$ cat src/rtl/reg_bank.sv
// Parametrised CPU register bank: one write (or swap pair) per cycle, two direct-read ports, flags.
// Writes visible the cycle after the edge; DRIVE/read ports combinational; no backpressure.
module reg_bank #(
  parameter int DATA_WIDTH = 8,
  parameter int NUM_REGS   = 4,
  parameter int SEL_WIDTH  = 4,
  parameter bit ZERO_REG0  = 1'b0
) (
  input  logic                  clock,
  input  logic                  reset,
  input  logic [2:0]            op,
  input  logic [SEL_WIDTH-1:0]  dst,
  input  logic [SEL_WIDTH-1:0]  src,
  input  logic [DATA_WIDTH-1:0] bus_in,
  output logic [DATA_WIDTH-1:0] bus_out,
  output logic                  bus_oe,
  input  logic [SEL_WIDTH-1:0]  a_sel,
  input  logic [SEL_WIDTH-1:0]  b_sel,
  output logic [DATA_WIDTH-1:0] a_direct,
  output logic [DATA_WIDTH-1:0] b_direct,
  output logic                  zero_flag,
  output logic                  carry_flag,
  output logic                  idx_err
);

  typedef enum logic [2:0] {
    OP_NOP   = 3'd0,
    OP_LOAD  = 3'd1,
    OP_DRIVE = 3'd2,
    OP_INC   = 3'd3,
    OP_DEC   = 3'd4,
    OP_CLR   = 3'd5,
    OP_MOVE  = 3'd6,
    OP_SWAP  = 3'd7
  } op_e;

  logic [DATA_WIDTH-1:0] regs [NUM_REGS];

  function automatic logic in_range(input logic [SEL_WIDTH-1:0] idx);
    in_range = 1'b0;
    for (int i = 0; i < NUM_REGS; i++)
      if (idx == SEL_WIDTH'(i)) in_range = 1'b1;
  endfunction

  // Out-of-range indices and a hard-wired register 0 both read as zero.
  function automatic logic [DATA_WIDTH-1:0] rd(input logic [SEL_WIDTH-1:0] idx,
                                               input logic [DATA_WIDTH-1:0] arr [NUM_REGS]);
    rd = '0;
    for (int i = 0; i < NUM_REGS; i++)
      if (idx == SEL_WIDTH'(i) && !(ZERO_REG0 && i == 0)) rd = arr[i];
  endfunction

  logic                  dst_ok, src_ok, err;
  logic                  wr_en, swap_en, flag_upd, new_carry;
  logic [DATA_WIDTH-1:0] dst_val, src_val, wr_val;

  always_comb begin
    dst_ok    = in_range(dst);
    src_ok    = in_range(src);
    dst_val   = rd(dst, regs);
    src_val   = rd(src, regs);
    err       = 1'b0;
    wr_en     = 1'b0;
    swap_en   = 1'b0;
    flag_upd  = 1'b0;
    new_carry = 1'b0;
    wr_val    = '0;
    case (op)
      OP_LOAD:  begin err = !dst_ok; wr_en = 1'b1; flag_upd = 1'b1; wr_val = bus_in; end
      OP_DRIVE: err = !src_ok;
      OP_INC: begin
        err = !dst_ok; wr_en = 1'b1; flag_upd = 1'b1;
        wr_val = dst_val + DATA_WIDTH'(1);
        new_carry = (dst_val == '1);
      end
      OP_DEC: begin
        err = !dst_ok; wr_en = 1'b1; flag_upd = 1'b1;
        wr_val = dst_val - DATA_WIDTH'(1);
        new_carry = (dst_val == '0);
      end
      OP_CLR:   begin err = !dst_ok; wr_en = 1'b1; flag_upd = 1'b1; end
      OP_MOVE:  begin err = !dst_ok || !src_ok; wr_en = 1'b1; flag_upd = 1'b1; wr_val = src_val; end
      OP_SWAP:  begin err = !dst_ok || !src_ok; swap_en = (dst != src); end
      default:  ;
    endcase
  end

  assign a_direct = rd(a_sel, regs);
  assign b_direct = rd(b_sel, regs);
  assign bus_oe   = (op == OP_DRIVE);
  assign bus_out  = bus_oe ? src_val : '0;

  always_ff @(posedge clock) begin
    if (!reset) begin
      for (int i = 0; i < NUM_REGS; i++) regs[i] <= '0;
      zero_flag  <= 1'b0;
      carry_flag <= 1'b0;
      idx_err    <= 1'b0;
    end else begin
      idx_err <= err;
      if (flag_upd) begin
        zero_flag  <= (wr_val == '0);
        carry_flag <= new_carry;
      end
      // Any bad index on a used operand discards the whole write, swap included.
      if (!err) begin
        for (int i = 0; i < NUM_REGS; i++) begin
          if (!(ZERO_REG0 && i == 0)) begin
            if (wr_en && dst == SEL_WIDTH'(i)) regs[i] <= wr_val;
            if (swap_en && dst == SEL_WIDTH'(i)) regs[i] <= src_val;
            if (swap_en && src == SEL_WIDTH'(i)) regs[i] <= dst_val;
          end
        end
      end
    end
  end

endmodule

$ cat config.mk
export PLATFORM = sky130hd
export DESIGN_NAME = reg_bank
export DESIGN_NICKNAME = d
export VERILOG_FILES = /design/src/rtl/reg_bank.sv
export SDC_FILE = /design/constraint.sdc
export NUM_CORES = 1
export LEC_CHECK = 0
export BUFFER_PORTS_ARGS = -buffer_cell sky130_fd_sc_hd__buf_2
export CORE_ASPECT_RATIO = 1.1
export CORE_MARGIN = 2
export CORE_UTILIZATION = 52
export DETAILED_ROUTE_END_ITERATION = 10
export PLACE_DENSITY_LB_ADDON = 0.15
export SETUP_SLACK_MARGIN = 0.05
export SLEW_MARGIN = 20
export SYNTH_ARGS = -nofsm -noshare
export SYNTH_HDL_FRONTEND = slang
export SYNTH_SLANG_ARGS = --single-unit
$ cat constraint.sdc
create_clock -name clock -period 3 [get_ports clock]
set_input_delay 0.15 -clock clock [delete_from_list [all_inputs] [get_ports clock]]
set_output_delay 0.15 -clock clock [all_outputs]
set_load 0.01 [all_outputs]
# [Word level (Yosys, flattened, before mapping)]
# Index checks and enable logic that the tools add are counted.
[totals] memories=0 rom_bits=0 latch_bits=0 input_bits=29 regBits=35 ram_bits=0 word_cells=105
[op_classes] mux=42 n_reduce_logical=32 n_addsub=2 n_shift=0 order_cmp=0 eq_ne=21 div_mod_pow=0 mul=0 n_bitwise=1
[ops] cell="two-way mux 8 bit" n=29
[ops] cell="== test 4 x 2 -> 1 bit (second input constant)" n=8
[ops] cell="case mux 8 bit (4 select lines)" n=1
[ops] cell="== test 4 x 1 -> 1 bit (second input constant)" n=4
[ops] cell="zero test 4 bit" n=4
[ops] cell="zero test 8 bit" n=2
[ops] cell="== test 3 bit (second input constant)" n=4
[ops] cell="logical AND 1 bit" n=12
[ops] cell="nonzero test 3 bit" n=4
[ops] cell="two-way mux 1 bit" n=10
[ops] cell="adder 8 x 1 -> 8 bit (second input constant)" n=1
[ops] cell="== test 8 bit (second input constant)" n=1
[ops] cell="AND reduction 2 bit" n=4
[ops] cell="subtractor 8 x 1 -> 8 bit (second input constant)" n=1
[ops] cell="== test 3 x 2 -> 1 bit (second input constant)" n=2
[ops] cell="OR reduction 5 bit" n=1
[ops] cell="inequality test 4 bit" n=1
[ops] cell="OR reduction 4 bit" n=1
[ops] cell="== test 3 x 1 -> 1 bit (second input constant)" n=1
[ops] cell="case mux 1 bit (3 select lines)" n=1
[ops] cell="zero test 1 bit" n=2
[ops] cell="case mux 1 bit (2 select lines)" n=1
[ops] cell="OR reduction 2 bit" n=1
[ops] cell="logical OR 1 bit" n=1
[ops] cell="NOT 1 bit" n=1

# [Logic depth before layout (Yosys ltp)]
[depth] depth_word=10 mapped_depth=12 depth_no_buf=10

# [Least setup slack after synthesis]
# No wires, ideal clock.
[synth_path] path_kind="in2reg" start="input port dst[1]" end="register zero_flag" arrival_ps=3104 cell_stages=12 required_time_ps=2916 slack_ps=-188 cell_sequence="buf_2 > mux4_2 > and2_1 > clkbuf_1 > inv_1 > fa_1 > nand2b_1 > a211oi_1 > nor2_1 > a311o_1 > or4_1 > o31ai_2"
[synth_via] elab_chain_cells=8
[synth_rtl] element="from (decl)" line_no="12" text="input logic [SEL_WIDTH-1:0] dst,"
[synth_rtl] element="zero test 4 bit" line_no="50" text="if (idx == SEL_WIDTH'(i) && !(ZERO_REG0 && i == 0)) rd = arr[i];"
[synth_rtl] element="two-way mux 8 bit (3 in series)" line_no="50"
[synth_rtl] element="two-way mux 8 bit (*)" line_no="50"
[synth_rtl] element="subtractor 8 x 1 -> 8 bit / adder 8 x 1 -> 8 bit (equally long branches)" line_no="78, 73"
[synth_rtl] element="case mux 8 bit (4 select lines) (*)" line_no="68" text="case (op)"
[synth_rtl] element="zero test 8 bit (*)" line_no="102" text="zero_flag <= (wr_val == '0);"
[synth_rtl] element="to (signal assigned)" line_no="102"
[synth_rtl] element="to (decl)" line_no="21" text="output logic zero_flag,"
# Mark *: on every way between the ends. The rest lies on a longest branch, timed or not.
# A chain may end at the register's enable or synchronous reset.

# [Worst setup path after layout]
[layout_path] start="register regs[4] in the netlist's numbering" end="register regs[29] in the netlist's numbering"
[layout_via] elab_chain_cells=6
[layout_rtl] element="from (decl)" line_no="37" text="logic [DATA_WIDTH-1:0] regs [NUM_REGS];"
[layout_rtl] element="from (signal, indexed assignment)" line_no="109" text="if (wr_en && dst == SEL_WIDTH'(i)) regs[i] <= wr_val;"
[layout_rtl] element="from (signal, indexed assignment)" line_no="110" text="if (swap_en && dst == SEL_WIDTH'(i)) regs[i] <= src_val;"
[layout_rtl] element="from (signal, indexed assignment)" line_no="111" text="if (swap_en && src == SEL_WIDTH'(i)) regs[i] <= dst_val;"
[layout_rtl] element="two-way mux 8 bit (*)" line_no="50"
[layout_rtl] element="subtractor 8 x 1 -> 8 bit / adder 8 x 1 -> 8 bit (equally long branches)" line_no="78, 73"
[layout_rtl] element="case mux 8 bit (4 select lines) (*)" line_no="68"
[layout_rtl] element="two-way mux 8 bit (*)" line_no="109"
[layout_rtl] element="two-way mux 8 bit (*)" line_no="110"
[layout_rtl] element="two-way mux 8 bit (*)" line_no="111"
# Mark *: on every way between the ends. The rest lies on a longest branch, timed or not. The select of a mux whose other input is x is not followed.

==> impl_metrics.ini <==
[run_status]
status = finished, final reports clean

[pwr]
powerDensity_nw_per_um2 = 239
combinationalPowerShare_pct = 24.2
vdd_ir_drop_max_mv = 0.176
p_int_uw = 741
pwr-share-clk_pct = 32.0
p_sw_share_pct = 31.9
seqPwrFrac_pct = 43.8
leakage_nw = 2.03
fin_total_pwr_mw = 1.09
switchingPower_uw = 347

[clock_network]
cts_hold_buf = 0
clk_path_buf_depth = 2
postCtsSetupBuffers = 0
htree_num_levels = 2
tritoncts = yes
cts_made_buffers = 5
clock_sinks = 35
clk_latency_ns = 0.29
ctsRootBufferMaster = clkbuf_8
clk_pin_slew_ns = 0.08

[sta]
fin_skew_ns = 0.0136
fin_ws_ns = 0.134
hold_violations = 0
fin_hold_ws_ns = 0.287
rsz0062_at_grt = true
slew_violations = 0
report.final.setup_viol = 0
setup_tns_ns = 0
fmax_ghz = 0.349
post-route-period-util_pct = 95.5
fin_crit_ns = 2.87
tightest_slew_ns = 0.760
slew_headroom_pct = 49.3

[worst_setup_path]
cp-start-kind = flip-flop
path_class = flip-flop to flip-flop
timing.rr.start = regs[4]$_SDFFE_PN0P_
critical_path.top_delay_family = compound AO/OA/AOI/OAI gates
critical_path_buf_inv_count = 1
crit_slowest_cell = mux4_2
cpPeakStageDelay_ns = 0.49
cp_data_required_time_ns = 3.18
cp.depth = 10
cp_common_cell = a21oi_1
critPathMaxFanout = 5
endpoint = regs[29]$_SDFFE_PN0P_
reg2reg_slack_ns = 0.13
timing.critical_path.from = regs[4]$_SDFFE_PN0P_
crit_arrival_ns = 3.05
cp_cell_sequence = mux4_2, nand2_1, inv_1, ha_1, a21oi_1, o21ai_0, a21oi_1, xor2_1, o211ai_1, o221a_2
r2r_end = regs[29]$_SDFFE_PN0P_
reg2reg_depth = 10
endpoint_kind = flip-flop

[global_routing]
grt_max_degree = 21
use_met3_pct = 5.30
met2_usage_pct = 60.0
grt_usage_pct = 35.7
grt_pass1_vias = 4149
antenna_found_initial = 0
overflow = 0
met1_usage_pct = 46.4
grt.busiest_layer = met2
grt_pass1_wl_um = 21500

[floorplanning]
die_w_um = 82.9
fp.dieH_um = 90.7
start_util_pct = 53.9
io_pins = 57
dieArea_um2 = 7520
core_area_um2 = 6590
fp-row-count = 31

[synthesis]
ys_top_cells_by_area = dfxtp_1 20%, nand2_1 7.4%, mux4_2 6.3%, a21oi_1 6.0%, mux2_2 5.4%
yosys.cell_types.count = 62
netlist_area_um2 = 3560
postSynthAreaPerCell_um2 = 7.70
syn-num-nets = 498
ys_seq_area_share_pct = 19.7
async_flop_share_pct = 0
synth_top_area_share_pct = 19.7
synth_top_flop_cell = dfxtp_1
synth_edf_count = 0
syn-instance-count = 462
yosys.area.top_type = dfxtp_1
ys_warn_count = 0
synth.ff_latch_count = 35

[detailed_routing]
drt_iter0_drc = 474
drc = 0
via_count = 4424
viasPerCell = 6.71
wirelength_um = 13700
wl_per_cell_um = 20.8
dr.pass1.iters = 5
drtAntennaViolNets = 0

[placed_design]
dp_cells = 651
dpl-instance-area_um2 = 4450
dp_worst_setup_slack_ns = -0.184
hpwl_um = 10800
port_buffers = 56
gp_congestion = 0.993

[cells_and_area]
fin_cells = 659
final-seq-area_um2 = 704
drive_gt1_share_pct = 34.8
synthToLayoutAreaGrowth_pct = 28.0
multi_input_comb_area_um2 = 2730
antenna_cells = 0
utilization_pct = 69.0
final_cell_area_um2 = 4550
n_fill_cell = 576
nets = 612

[hold_path]
hold_path_class = input pin to flip-flop

[flow_run]
drv_cap = 0
[worst min-delay path, cell delays in order]
cell and delay, ns:
buf_2 0.08, a22oi_1 0.09, clkinv_1 0.05, or4_1 0.11
o31ai_2 0.06
[routing by layer]
| metal | vias to the layer above | routed length, um |
|---|---|---|
| met5 | - | 0 |
| li1 | 1977 | - |
| met4 | 0 | 493 |
| met1 | 2081 | 5280 |
| met2 | 315 | 6500 |
| met3 | 51 | 1430 |
[cell usage in the layout, fill, tap and decap left out, types with 3 or more instances in the layout]
cell / instances
a22oi_1: 19
buf_4: 80
dfxtp_2: 3
nand2b_1: 5
mux4_1: 4
o221ai_1: 6
inv_1: 11
o22ai_1: 10
mux2i_1: 11
o21a_1: 3
nor3_1: 4
clkbuf_8: 5
o211ai_1: 16
mux2_2: 17
a31oi_1: 3
buf_2: 56
nand2_1: 69
nand3_1: 15
nor4_1: 4
xnor2_1: 8
and2_1: 8
nor2_1: 34
o221a_2: 9
nand4b_1: 3
ha_1: 5
o21ai_0: 27
nand4_1: 3
a21oi_1: 42
a21o_1: 3
dfxtp_1: 32
mux4_2: 10
[area by class of cell]
cell class,instances,share of cell area [%]
clock buffer,7,1.68
clock inverter,1,0.110
inverter,15,1.24
multi-input combinational,383,59.9
sequential,35,15.5
tap,82,2.25
timing repair buffer,136,19.4
[what timing repair did]
| item | in CTS | in global routing |
|---|---|---|
| resized for setup | 1 | 7 |
| setup endpoints to repair | 1 | 16 |
| endpoints found under the hold margin | 0 | 0 |
| pin swaps | 0 | 3 |
[synth_stat cells (10+ instances only)]
| cell type | instances |
|---|---|
| nand2_1 | 70 |
| a21oi_1 | 43 |
| dfxtp_1 | 35 |
| nor2_1 | 35 |
| o21ai_0 | 27 |
| clkbuf_1 | 22 |
| a22oi_1 | 19 |
| mux2_2 | 17 |
| nand3_1 | 16 |
| o211ai_1 | 16 |
| inv_1 | 12 |
| mux2i_1 | 11 |
| mux4_2 | 10 |
| o22ai_1 | 10 |
[sequential cells by signal (all words and copies together) (netlist names)]
register    cells
zero_flag       1
regs           32
carry_flag      1
idx_err         1
[how the worst min path moves through the flow]
stage	start	to	depth (start not counted)	slack (ns)
after global routing	bus_in[0]	zero_flag$_SDFFE_PN0N_	5	0.32
after detailed placement	zero_flag$_SDFFE_PN0N_	zero_flag$_SDFFE_PN0N_	2	0.48
after global placement	zero_flag$_SDFFE_PN0N_	zero_flag$_SDFFE_PN0N_	2	0.47
after CTS	bus_in[0]	zero_flag$_SDFFE_PN0N_	5	0.29
final	bus_in[0]	zero_flag$_SDFFE_PN0N_	5	0.29
after floorplan	idx_err$_SDFF_PN0_	idx_err	0	0.45
[cell families (layout without fill, tap and decap cells)]
| logic type | after synthesis | count (layout) | synth area share (%) |
|---|---|---|---|
| simple gates | 170 | 170 | 22.8 |
| compound gates | 155 | 155 | 29.8 |
| buf+inv | 44 | 159 | 5.06 |
| mux | 42 | 42 | 17.8 |
| flops | 35 | 35 | 19.7 |
| xor+xnor | 9 | 9 | 2.22 |
| fa+ha+maj | 7 | 7 | 2.67 |
[power groups by stage]
stage / Sequential (mW) / Combinational, mW / Clock [mW]
5_1_grt: 0.477 / 0.281 / 0.363
2_1_floorplan: 0.488 / 0.150 / 0
4_1_cts: 0.476 / 0.257 / 0.349
3_3_place_gp: 0.487 / 0.253 / 0
3_5_place_dp: 0.487 / 0.256 / 0
6_report: 0.476 / 0.264 / 0.348
(Power assumes the default switching activity.)
